`src/rtl/led_shift_out_pkg.sv`:
```
// Shared types and constants for the LED serial output stage.
// State encoding follows the flasher's 2-bit state style.
package led_shift_out_pkg;

    localparam int LED_W           = 16;
    localparam int IDX_W           = 4;
    localparam int DIV_W           = 8;
    localparam int CLK_DIV_DEFAULT = 4;

    typedef enum logic [1:0] {
        ST_IDLE  = 2'b00,
        ST_SHIFT = 2'b01,
        ST_LATCH = 2'b10
    } state_e;

endpackage

```
`src/rtl/led_shift_out_clk_div_tick.sv`:
```
// Half-period strobe generator: a down-counter that reloads at terminal count.
// Held at its reload value while clr_i is high so every frame starts phase-aligned.
module led_shift_out_clk_div_tick
    import led_shift_out_pkg::*;
#(
    parameter int CLK_DIV = CLK_DIV_DEFAULT
) (
    input  logic clk,
    input  logic rst_n,
    input  logic clr_i,
    output logic tick_o
);

    localparam logic [DIV_W-1:0] RELOAD = DIV_W'(CLK_DIV - 1);

    logic [DIV_W-1:0] cnt_q;
    logic [DIV_W-1:0] cnt_d;

    assign tick_o = ~clr_i & (cnt_q == '0);

    always_comb begin
        cnt_d = cnt_q;
        if (clr_i || (cnt_q == '0)) begin
            cnt_d = RELOAD;
        end else begin
            cnt_d = cnt_q - DIV_W'(1);
        end
    end

    always_ff @(posedge clk or negedge rst_n) begin
        if (!rst_n) begin
            cnt_q <= RELOAD;
        end else begin
            cnt_q <= cnt_d;
        end
    end

endmodule

```
`src/rtl/led_shift_out.sv`:
```
// Serialises the 16-bit LED word MSB-first into a pair of 74HC595-style registers.
// state    | meaning
// ST_IDLE  | waiting for led_in != last_sent or a pending refresh
// ST_SHIFT | clocking 16 bits out, sdata moves on the falling sclk edge
// ST_LATCH | latch high for one half-period, then frame_done
module led_shift_out
    import led_shift_out_pkg::*;
#(
    parameter int CLK_DIV = CLK_DIV_DEFAULT
) (
    input  logic             clk,
    input  logic             reset,
    input  logic [LED_W-1:0] led_in,
    output logic             sclk,
    output logic             sdata,
    output logic             latch,
    output logic             busy,
    output logic             frame_done
);

    state_e             state_q, state_d;
    logic [LED_W-1:0]   shadow_q, shadow_d;
    logic [LED_W-1:0]   last_sent_q, last_sent_d;
    logic               refresh_q, refresh_d;
    logic [IDX_W-1:0]   bit_idx_q, bit_idx_d;
    logic               phase_q, phase_d;
    logic               sdata_q, sdata_d;
    logic               latch_q, latch_d;
    logic               busy_q, busy_d;
    logic               frame_done_q, frame_done_d;
    logic               tick;

    led_shift_out_clk_div_tick #(
        .CLK_DIV (CLK_DIV)
    ) u_clk_div_tick (
        .clk    (clk),
        .rst_n  (reset),
        .clr_i  (state_q == ST_IDLE),
        .tick_o (tick)
    );

    always_comb begin
        state_d      = state_q;
        shadow_d     = shadow_q;
        last_sent_d  = last_sent_q;
        refresh_d    = refresh_q;
        bit_idx_d    = bit_idx_q;
        phase_d      = phase_q;
        sdata_d      = sdata_q;
        latch_d      = latch_q;
        busy_d       = busy_q;
        frame_done_d = 1'b0;

        case (state_q)
            ST_IDLE: begin
                if ((led_in != last_sent_q) || refresh_q) begin
                    shadow_d  = led_in;
                    sdata_d   = led_in[LED_W-1];
                    bit_idx_d = IDX_W'(LED_W - 1);
                    phase_d   = 1'b0;
                    busy_d    = 1'b1;
                    refresh_d = 1'b0;
                    state_d   = ST_SHIFT;
                end
            end
            ST_SHIFT: begin
                if (tick) begin
                    if (!phase_q) begin
                        phase_d = 1'b1;
                    end else begin
                        // Falling sclk edge: the only place the data line may move.
                        phase_d = 1'b0;
                        if (bit_idx_q == '0) begin
                            latch_d = 1'b1;
                            state_d = ST_LATCH;
                        end else begin
                            bit_idx_d = bit_idx_q - IDX_W'(1);
                            sdata_d   = shadow_q[bit_idx_d];
                        end
                    end
                end
            end
            ST_LATCH: begin
                if (tick) begin
                    latch_d      = 1'b0;
                    sdata_d      = 1'b0;
                    busy_d       = 1'b0;
                    frame_done_d = 1'b1;
                    last_sent_d  = shadow_q;
                    state_d      = ST_IDLE;
                end
            end
            default: begin
                state_d = ST_IDLE;
            end
        endcase
    end

    always_ff @(posedge clk or negedge reset) begin
        if (!reset) begin
            state_q      <= ST_IDLE;
            shadow_q     <= '0;
            last_sent_q  <= '0;
            refresh_q    <= 1'b1;
            bit_idx_q    <= '0;
            phase_q      <= 1'b0;
            sdata_q      <= 1'b0;
            latch_q      <= 1'b0;
            busy_q       <= 1'b0;
            frame_done_q <= 1'b0;
        end else begin
            state_q      <= state_d;
            shadow_q     <= shadow_d;
            last_sent_q  <= last_sent_d;
            refresh_q    <= refresh_d;
            bit_idx_q    <= bit_idx_d;
            phase_q      <= phase_d;
            sdata_q      <= sdata_d;
            latch_q      <= latch_d;
            busy_q       <= busy_d;
            frame_done_q <= frame_done_d;
        end
    end

    // phase_q is forced low outside SHIFT, so it doubles as the registered sclk.
    assign sclk       = phase_q;
    assign sdata      = sdata_q;
    assign latch      = latch_q;
    assign busy       = busy_q;
    assign frame_done = frame_done_q;

endmodule

```
`config.mk`:
```
export PLATFORM = sky130hd
export DESIGN_NAME = led_shift_out
export DESIGN_NICKNAME = d
export VERILOG_FILES = /design/src/rtl/led_shift_out_pkg.sv /design/src/rtl/led_shift_out_clk_div_tick.sv /design/src/rtl/led_shift_out.sv
export SDC_FILE = /design/constraint.sdc
export NUM_CORES = 1
export LEC_CHECK = 0
export ABC_AREA = 0
export CAP_MARGIN = 30
export CORE_UTILIZATION = 45
export CTS_CLUSTER_DIAMETER = 100
export DETAILED_ROUTE_END_ITERATION = 8
export SLEW_MARGIN = 0
export SYNTH_ARGS = -nofsm -noshare
export SYNTH_HDL_FRONTEND = slang
export SYNTH_SLANG_ARGS = --single-unit
```
`constraint.sdc`:
```
create_clock -name clk -period 3.9 [get_ports clk]
set_input_delay 0.585 -clock clk [delete_from_list [all_inputs] [get_ports clk]]
set_output_delay 0.585 -clock clk [all_outputs]
set_load 0.02 [all_outputs]
```
; ---- After elaboration in Yosys (flattened, before gate mapping)
; Index checks and enable logic that the tools add are counted.
; W data, S select, Z words.
[word_totals]
register_bits = 52
inputBits = 18
out_inout_bits = 5
word_cells = 74
[classes]
addsub = 2
order_cmp = 1
n_eq_ne = 9
mux = 32
bitwise = 2
reduce_logical = 17
[op_table]
columns = operator, n
row1 = $mux W4, 4
row2 = $ne A16 B16 Y1, 1
row3 = $mux W1, 15
row4 = $reduce_and A5 Y1, 3
row5 = $ne A2 B2 Y1 const B, 6
row6 = $mux W2, 5
row7 = $logic_not A8 Y1, 1
row8 = $mux W8, 1
row9 = $pmux W4 S2, 1
row10 = $sub A8 B1 Y8 const B, 1
row11 = $pmux W1 S2, 3
row12 = $pmux W2 S3, 1
row13 = $reduce_and A3 Y1, 2
row14 = $reduce_and A6 Y1, 1
row15 = $reduce_bool A2 Y1, 3
row16 = $lt A4 B5 Y1 const B, 1
row17 = $bmux W1 S4, 1
row18 = $logic_not A4 Y1, 1
row19 = $reduce_and A2 Y1, 2
row20 = $sub A4 B1 Y4 const B, 1
row21 = $pmux W1 S3, 1
row22 = $reduce_bool A3 Y1, 1
row23 = $eq A2 B1 Y1 const B, 1
row24 = $eq A2 B2 Y1 const B, 1
row25 = other kinds (4), 5

; ---- Depth between registers and ports, before layout
; Gate-level depths: netlist of the first run.
[depth]
ltp_word = 7
ltp_mapped = 9
ltp_nobuf = 7

; ---- Cells and area by module
; A second synthesis of the first run with hierarchy kept.
[hier_totals]
hier_cells = 227
hier_area_um2 = 2666.3
[modules_own_cells]
columns = module, instances, cells_per_inst, area_each_um2, seq_area_each_um2
row1 = led_shift_out, 1, 185, 2199.6, 1102.3
row2 = led_shift_out_clk_div_tick, 1, 42, 466.7, 202.7

; ---- Worst setup path after synthesis of the first run
; Ideal clock, no wire load.
[synth_path]
kind = input port to flip-flop
start = input led_in[15]
end = register shadow_q[10]
setup_time_ps = 125
arrival_time_ps = 2152
required_ps = 3775
path_slack_ps = 1623
cell_stages = 6
n_path_buf = 1
cell_sequence = xor2_1 nor4_1 nand3_1 o21ai_2 buf_2 mux2_2
[synth_between]
elab_chain_cells = 3
[synth_rtl]
columns = item, line_no
row1 = start: declaration, led_shift_out.sv:13  ; input logic [LED_W-1:0] led_in,
row2 = $ne A16 B16 Y1, led_shift_out.sv:56  ; if ((led_in != last_sent_q) || refresh_q) begin
row3 = $logic_or A1 B1 Y1, led_shift_out.sv:56
row4 = $reduce_and A2 Y1 (no line), n/a
row5 = end signal: assignment, led_shift_out.sv:113  ; shadow_q <= shadow_d;
row6 = end: declaration, led_shift_out.sv:22  ; logic [LED_W-1:0] shadow_q, shadow_d;
; Every way passes these cells.
; A chain may end at the register's enable or synchronous reset.

; ---- Final worst setup path of the first run
[layout_path]
start = register u_clk_div_tick.cnt_q[3]
end = register last_sent_q[10]
[layout_between]
elab_chain_cells = 3
[layout_rtl]
columns = item, line_no
row1 = start: declaration, led_shift_out_clk_div_tick.sv:16  ; logic [DIV_W-1:0] cnt_q;
row2 = start signal: assignment, led_shift_out_clk_div_tick.sv:34  ; cnt_q <= cnt_d;
row3 = $logic_not A8 Y1, led_shift_out_clk_div_tick.sv:19  ; assign tick_o = ~clr_i & (cnt_q == '0);
row4 = $and A1 B1 Y1, led_shift_out_clk_div_tick.sv:19
row5 = $reduce_and A2 Y1 (no line), n/a
row6 = end signal: assignment, led_shift_out.sv:114  ; last_sent_q <= last_sent_d;
row7 = end: declaration, led_shift_out.sv:23  ; logic [LED_W-1:0] last_sent_q, last_sent_d;
; Every way passes these cells.

==> results of run 1 <==
-- worst paths after layout --
kind | cells after the start | end | slack, ns
setup / recovery | 5 | last_sent_q[10] | 1.31
hold / removal | 1 | u_clk_div_tick.cnt_q[4] | 0.23
setup reg to reg | 5 | last_sent_q[10] | 1.31
hold reg to reg | 1 | u_clk_div_tick.cnt_q[0] | 0.48
max in group asynchronous | 2 | refresh_q | 2.84
min in group clk | 1 | u_clk_div_tick.cnt_q[0] | 0.48
-- per-layer routing --
metal | routed length [microns] | vias to the layer above | part of all wire
met4 | 68 | 0 | 0.013
met2 | 2400 | 34 | 0.45
li1 | - | 911 | -
met5 | 0 | - | 0
met1 | 2620 | 870 | 0.49
met3 | 206 | 6 | 0.039
-- logic make-up after synthesis --
kind of cell / after synthesis / synth area share
flip-flops: 52 / 0.481
AO/OA/AOI/OAI: 27 / 0.0636
multiplexers: 27 / 0.126
AND/OR/NAND/NOR: 96 / 0.171
adder cells (fa/ha/maj): 8 / 0.0369
XOR/XNOR: 22 / 0.0710
buffers and inverters: 25 / 0.0507
-- sequential cells by signal (all words and copies together), names as in the netlist, 2 cells and up --
signal	count
shadow_q	16
bit_idx_q	4
u_clk_div_tick.cnt_q	8
state_q	2
last_sent_q	16
-- report_power, final --
part | total (uW) | switching [uW] | internal (uW)
Clock | 322 | 178 | 145
Sequential | 996 | 208 | 788
Combinational | 1010 | 507 | 504
Total | 2330 | 893 | 1440
-- critical path: stages, from the launching register on --
cell,delay [ns]
dfrtp_1,0.43
or4_1,0.66
nor4_4,0.49
and2_1,0.70
nand2_1,0.13
o21ai_0,0.10
-- synthesized netlist by cell type (all sizes together) (3+ instances only) --
master	number	area, sq um
nand2	50	188
dfrtp	49	1230
mux2	17	191
inv	16	60.1
xor2	13	114
o21ai	11	58.8
nor2	10	37.5
xnor2	9	78.8
ha	8	100
nand3	7	35.0
mux2i	6	60.1
nor4	6	52.6
a21oi	5	25.0
a22oi	5	37.5
buf	5	52.6
nor3	5	25.0
clkbuf	4	25.0
mux4	4	90.1
and2	3	18.8
dfstp	3	78.8
nor2b	3	18.8
-- stage by stage --
step	std cells	instance area, sq um	total power (uW)	util	setup WS, ns
finish	352	3050	2330	0.538	1.31
global route	352	3050	2520	0.538	1.04
floorplan	257	2720	1780	-	1.62
CTS	352	3050	2360	0.538	1.24
global placement	344	2960	2020	0.521	1.00
detailed placement	344	2960	2040	0.521	1.01
-- final cells by class --
cell class                 instances  area (sq um)  area share
sequential                        52          1310       0.428
timing repair buffer              24           230      0.0754
multi-input combinational        180          1270       0.417
clock inverter                     1          7.51     0.00246
clock buffer                       7          86.3      0.0283
inverter                          16          60.1      0.0197
tap                               72          90.1      0.0295
-- cells in the final DEF (no fill, tap or decap), drive strengths merged --
cell	n
mux2	17
or2	2
mux4	4
nand3	7
clkbuf	7
xnor2	9
dfrtp	49
and2	3
a21oi	5
nor3b	1
nand2	50
a31oi	2
a22oi	5
nor3	5
inv	16
o21ai	11
nor4	6
or3	2
nor2	10
or3b	1
nor2b	3
o2111a	1
buf	3
a31o	2
or4	1
a222oi	1
xor2	13
ha	8
nand4	1
dfstp	3
or2b	1
nor4bb	1
nor4b	1
clkdlybuf4s50	21
nand2b	1
mux2i	6
clkinvlp	1
==> summary.txt, run 1 <==
Run
  • Max Cap Violations: 0

Cells and area
  • Share of layout cells above drive strength 1: 0.154
  • Fill cells: 518
  • Layout overhead on the synthesized area: 12.4%
  • Antenna Cells: 0
  • Fin nets: 305

Logic synthesis
  • Cell Area, Synth: 2720 sq um
  • Yosys cell types: 41
  • Predominant post-synthesis flop cell: dfrtp_1
  • Yosys warning total: 0
  • Mapped Nets: 283
  • Post-synth ARST share: 1.00
  • FF+latch count, synth: 52
  • Synthesized area per cell: 10.6 sq um
  • Synth Instances: 257
  • EDFF count, synth: 0
  • Sequential fraction of the synthesis area: 0.481

Placed design
  • Final GP Congestion: 0.788
  • Port Buffer Count: 22
  • HPWL after DPL: 3850 microns

Clocking
  • Hold Buf Count CTS: 0
  • Post_cts resized: 0
  • CTS buffer count: 5
  • CTS tree: built
  • Max Root-Sink Buffers: 2
  • Post-CTS Setup Inserts: 0
  • CTS sink count: 52
  • Worst skew pair latency: 0.31 ns
  • Clock-pin slew on the worst setup and hold paths: 0.09 ns
  • Cell at the root of the clock tree: clkbuf_8
  • CTS H-tree depth: 2

Global route
  • Initial antenna violation count: 0
  • Vias in the first global route: 1818
  • Met3 Track Usage GR: 0.0411
  • GRT Util Overall: 0.191
  • Met2 GRT Util: 0.302
  • First-pass GRT wire length: 9020 microns
  • GR Overflow Total: 0
  • Met1 Usage GRT: 0.260
  • Most Crowded Layer GR: met2
  • Largest net degree at the start of global routing: 33

Timing
  • Unrepaired setup endpoints after global routing: no
  • Crit share post-route: 0.665
  • Clk_skew: 0.00482 ns
  • Tmin final: 2.59 ns
  • Achievable frequency: 386 MHz
  • Hold Violations, Final: 0
  • Total Neg Setup Slack: 0 ns
  • Setup-failing EPs final: 0
  • Worst Max-Slew Pin Slew: 0.769 ns
  • Worst slew margin: 0.488
  • Final Slew Violations: 0
  • Hold_ws: 0.234 ns

Route
  • Vias/cell: 5.17
  • Vias: 1821
  • DRT antenna net count: 0
  • DR iter-0 viols: 86
  • Drt pass-1 iters: 4
  • DRC Markers: 0
  • Avg WL per Cell: 15.0 microns
  • Post-Route WL: 5290 microns

Floorplanning
  • I/O Pins: 23
  • Initial Utilization: 0.478
  • Total Die Area: 6350 sq um
  • DIE WIDTH: 79.7 microns
  • Core Box Area: 5680 sq um
  • Die H: 79.7 microns
  • Rows: 27

Power and ir drop
  • Leakage: 0.00140 uW
  • Pwr per Cell Area: 763 nW/um^2
  • VDD IR max: 0.000313 V

Min path
  • Min-delay worst type: in2async

Worst setup path
  • FF-to-FF Start: u_clk_div_tick.cnt_q[3]
  • Critical Path Start: u_clk_div_tick.cnt_q[3]
  • WP data arrival: 2.82 ns
  • Data required time at the worst endpoint: 4.13 ns
  • Crit Path Category: reg2reg
  • CP Max Fanout: 19
  • Startpoint type of the worst setup path: flop
  • CP Capture Type: flop

Outcome
  • Status: complete, no violations
(Power assumes the default switching activity.)
==> inputs of run 2 (changes only) <==
Clock period 3.9 ns to 2.4 ns, I/O delays scaled along.
==> run 2 against run 1 <==
  * Utilization is 2.8 points higher
  * Sequential share of layout area down 2.1 points
  * Flip-flop and latch count stayed put
  * Cell count up 4.8%
  * Wire length increased by 0.36%
  * Design area increased by 5.1%
  * First-iteration DRC count is 34% lower
  * Combinational power grew 84%
  * Power is 74% higher
==> summary.txt, run 2 (synthesis results as in run 1) <==
Outcome
  • Status: complete, no violations

Placed design
  • Pre-CTS setup slack: -0.105 ns (-1.11 ns)
  • HPWL after DPL: 3980 microns (+3.4%)
  • Placed instance area: 3090 sq um (+4.5%)
  • Port Buffer Count: 22 (unchanged)
  • Final GP Congestion: 0.836 (+6.0%)
  • Placed insts: 360 (+4.7%)

Timing
  • Achievable frequency: 465 MHz
  • Tmin final: 2.15 ns
  • Setup-failing EPs final: 0 (unchanged)
  • Worst Max-Slew Pin Slew: 0.390 ns (-0.378 ns)
  • Total Neg Setup Slack: 0 ns (unchanged)
  • Final worst slack: 0.248 ns (-1.06 ns)
  • Hold Violations, Final: 0 (unchanged)
  • Final Slew Violations: 0 (unchanged)
  • Worst slew margin: 0.740 (+0.252)
  • Clk_skew: 0.0110 ns (+0.00620 ns)
  • Crit share post-route: 0.897
  • Unrepaired setup endpoints after global routing: no

Clocking
  • Cell at the root of the clock tree: clkbuf_8
  • Post_cts resized: 0 (unchanged)
  • CTS buffer count: 5 (unchanged)
  • CTS tree: built
  • CTS sink count: 52 (unchanged)
  • Clock-pin slew on the worst setup and hold paths: 0.10 ns (about the same)
  • Max Root-Sink Buffers: 2 (unchanged)
  • Hold Buf Count CTS: 1 (+1)
  • CTS H-tree depth: 2 (unchanged)
  • Worst skew pair latency: 0.30 ns (about the same)
  • Post-CTS Setup Inserts: 0 (unchanged)

Worst setup path
  • Crit Path Category: in2reg
  • CP Max Fanout: 5 (-14)
  • Max incr delay on CP: 0.46 ns (-0.24 ns)
  • Startpoint type of the worst setup path: primary input
  • CP Capture Type: flop
  • CP Cell Sequence: clkdlybuf4s50_1 -> xor2_1 -> nor4_1 -> nand3_1 -> o21ai_2 -> buf_4 -> mux2_2
  • FF-to-FF End: bit_idx_q[2]
  • Data required time at the worst endpoint: 2.60 ns (-1.53 ns)
  • R2r setup slk: 0.34 ns (-0.97 ns)
  • Crit-path slowest cell: clkdlybuf4s50_1
  • Reg2reg path depth: 6 (+1)
  • FF-to-FF Start: u_clk_div_tick.cnt_q[3]
  • WP data arrival: 2.35 ns (-0.47 ns)

Route
  • Vias: 1878 (+3.1%)
  • DRT antenna net count: 0 (unchanged)
  • DRC Markers: 0 (unchanged)
  • Post-Route WL: 5310 microns (+0.36%)
  • Drt pass-1 iters: 4 (unchanged)
  • Avg WL per Cell: 14.4 microns (-4.3%)
  • DR iter-0 viols: 57 (-34%)
  • Vias/cell: 5.09 (-1.6%)

Cells and area
  • Largest regs: last_sent_q: 16 flops, shadow_q: 16 flops, u_clk_div_tick.cnt_q: 8 flops
  • Layout overhead on the synthesized area: 18.2%
  • Fin nets: 322 (+5.6%)
  • Antenna Cells: 0 (unchanged)
  • Fin cells: 369 (+4.8%)
  • Design area: 3210 sq um (+5.1%)
  • Commonest non-fill, non-tap cells in the layout: nand2_1 (50), dfrtp_1 (49), clkdlybuf4s50_1 (21)
  • Share of layout cells above drive strength 1: 0.199 (+0.0451)
  • Fill cells: 540 (+4.2%)
  • Commonest non-fill, non-tap cell in the layout: nand2_1

Run
  • Max Cap Violations: 0 (unchanged)

Power and ir drop
  • Leakage: 0.00150 uW (+6.8%)
  • VDD IR max: 0.000614 V (+96%)
  • Pwr per Cell Area: 1260 nW/um^2 (+66%)
  • Total power: 4050 uW (+74%)

Global route
  • GRT Util Overall: 0.197 (+0.00684)
  • Largest net degree at the start of global routing: 24 (-27%)
  • First-pass GRT wire length: 9440 microns (+4.7%)
  • GR Overflow Total: 0 (unchanged)
  • Vias in the first global route: 1927 (+6.0%)
  • Initial antenna violation count: 0 (unchanged)

Floorplanning
  • Initial Utilization: 0.478 (unchanged)
  • Rows: 27 (unchanged)
  • DIE WIDTH: 79.7 microns (unchanged)
  • Total Die Area: 6350 sq um (unchanged)
  • I/O Pins: 23 (unchanged)
  • Die H: 79.7 microns (unchanged)
  • Core Box Area: 5680 sq um (unchanged)

Min path
  • Min-delay worst type: in2async
run 2: where the power goes:
part	internal, uW	total (uW)	switching (uW)
registers	1280	1590	313
logic	961	1860	901
clock network	310	598	288
run 2: layout make-up:
type / instances / area, sq um / area share
clock buffer: 6 / 72.6 / 0.0226
clock inverter: 2 / 35.0 / 0.0109
inverter: 16 / 60.1 / 0.0187
multi-input combinational: 180 / 1270 / 0.397
sequential: 52 / 1310 / 0.407
tap: 72 / 90.1 / 0.0281
timing repair buffer: 41 / 373 / 0.116
run 2: metal layers:
metal  track usage  up-vias  routed length, microns
met3        0.0377        4                     129
met1         0.280      901                    2650
li1              -      947                       -
met4        0.0600        0                      63
met5             0        -                       0
met2         0.305       26                    2470
run 2: per-stage QoR:
stage,hold WS (ns),util
finish,0.451,0.565
global route,0.493,0.565
CTS,0.449,0.565
detailed placement,0.260,0.545
global placement,0.257,0.545
floorplan,0.0644,-
run 2: critical path: cells and delay by family:
| family | cells | cell delay (ns) |
|---|---|---|
| buf+inv | 2 | 0.65 |
| simple gates | 2 | 0.57 |
| mux | 1 | 0.34 |
| compound gates | 1 | 0.24 |
| xor+xnor | 1 | 0.19 |
run 2: worst max path at each step:
stage                     cells after the start            to            from
after floorplan                               6  shadow_q[10]  last_sent_q[6]
after global placement                        7  shadow_q[11]      led_in[15]
after detailed placement                      7  shadow_q[11]      led_in[15]
after CTS                                     7  shadow_q[11]      led_in[15]
after global routing                          7  shadow_q[15]      led_in[15]
final                                         7  shadow_q[11]      led_in[15]
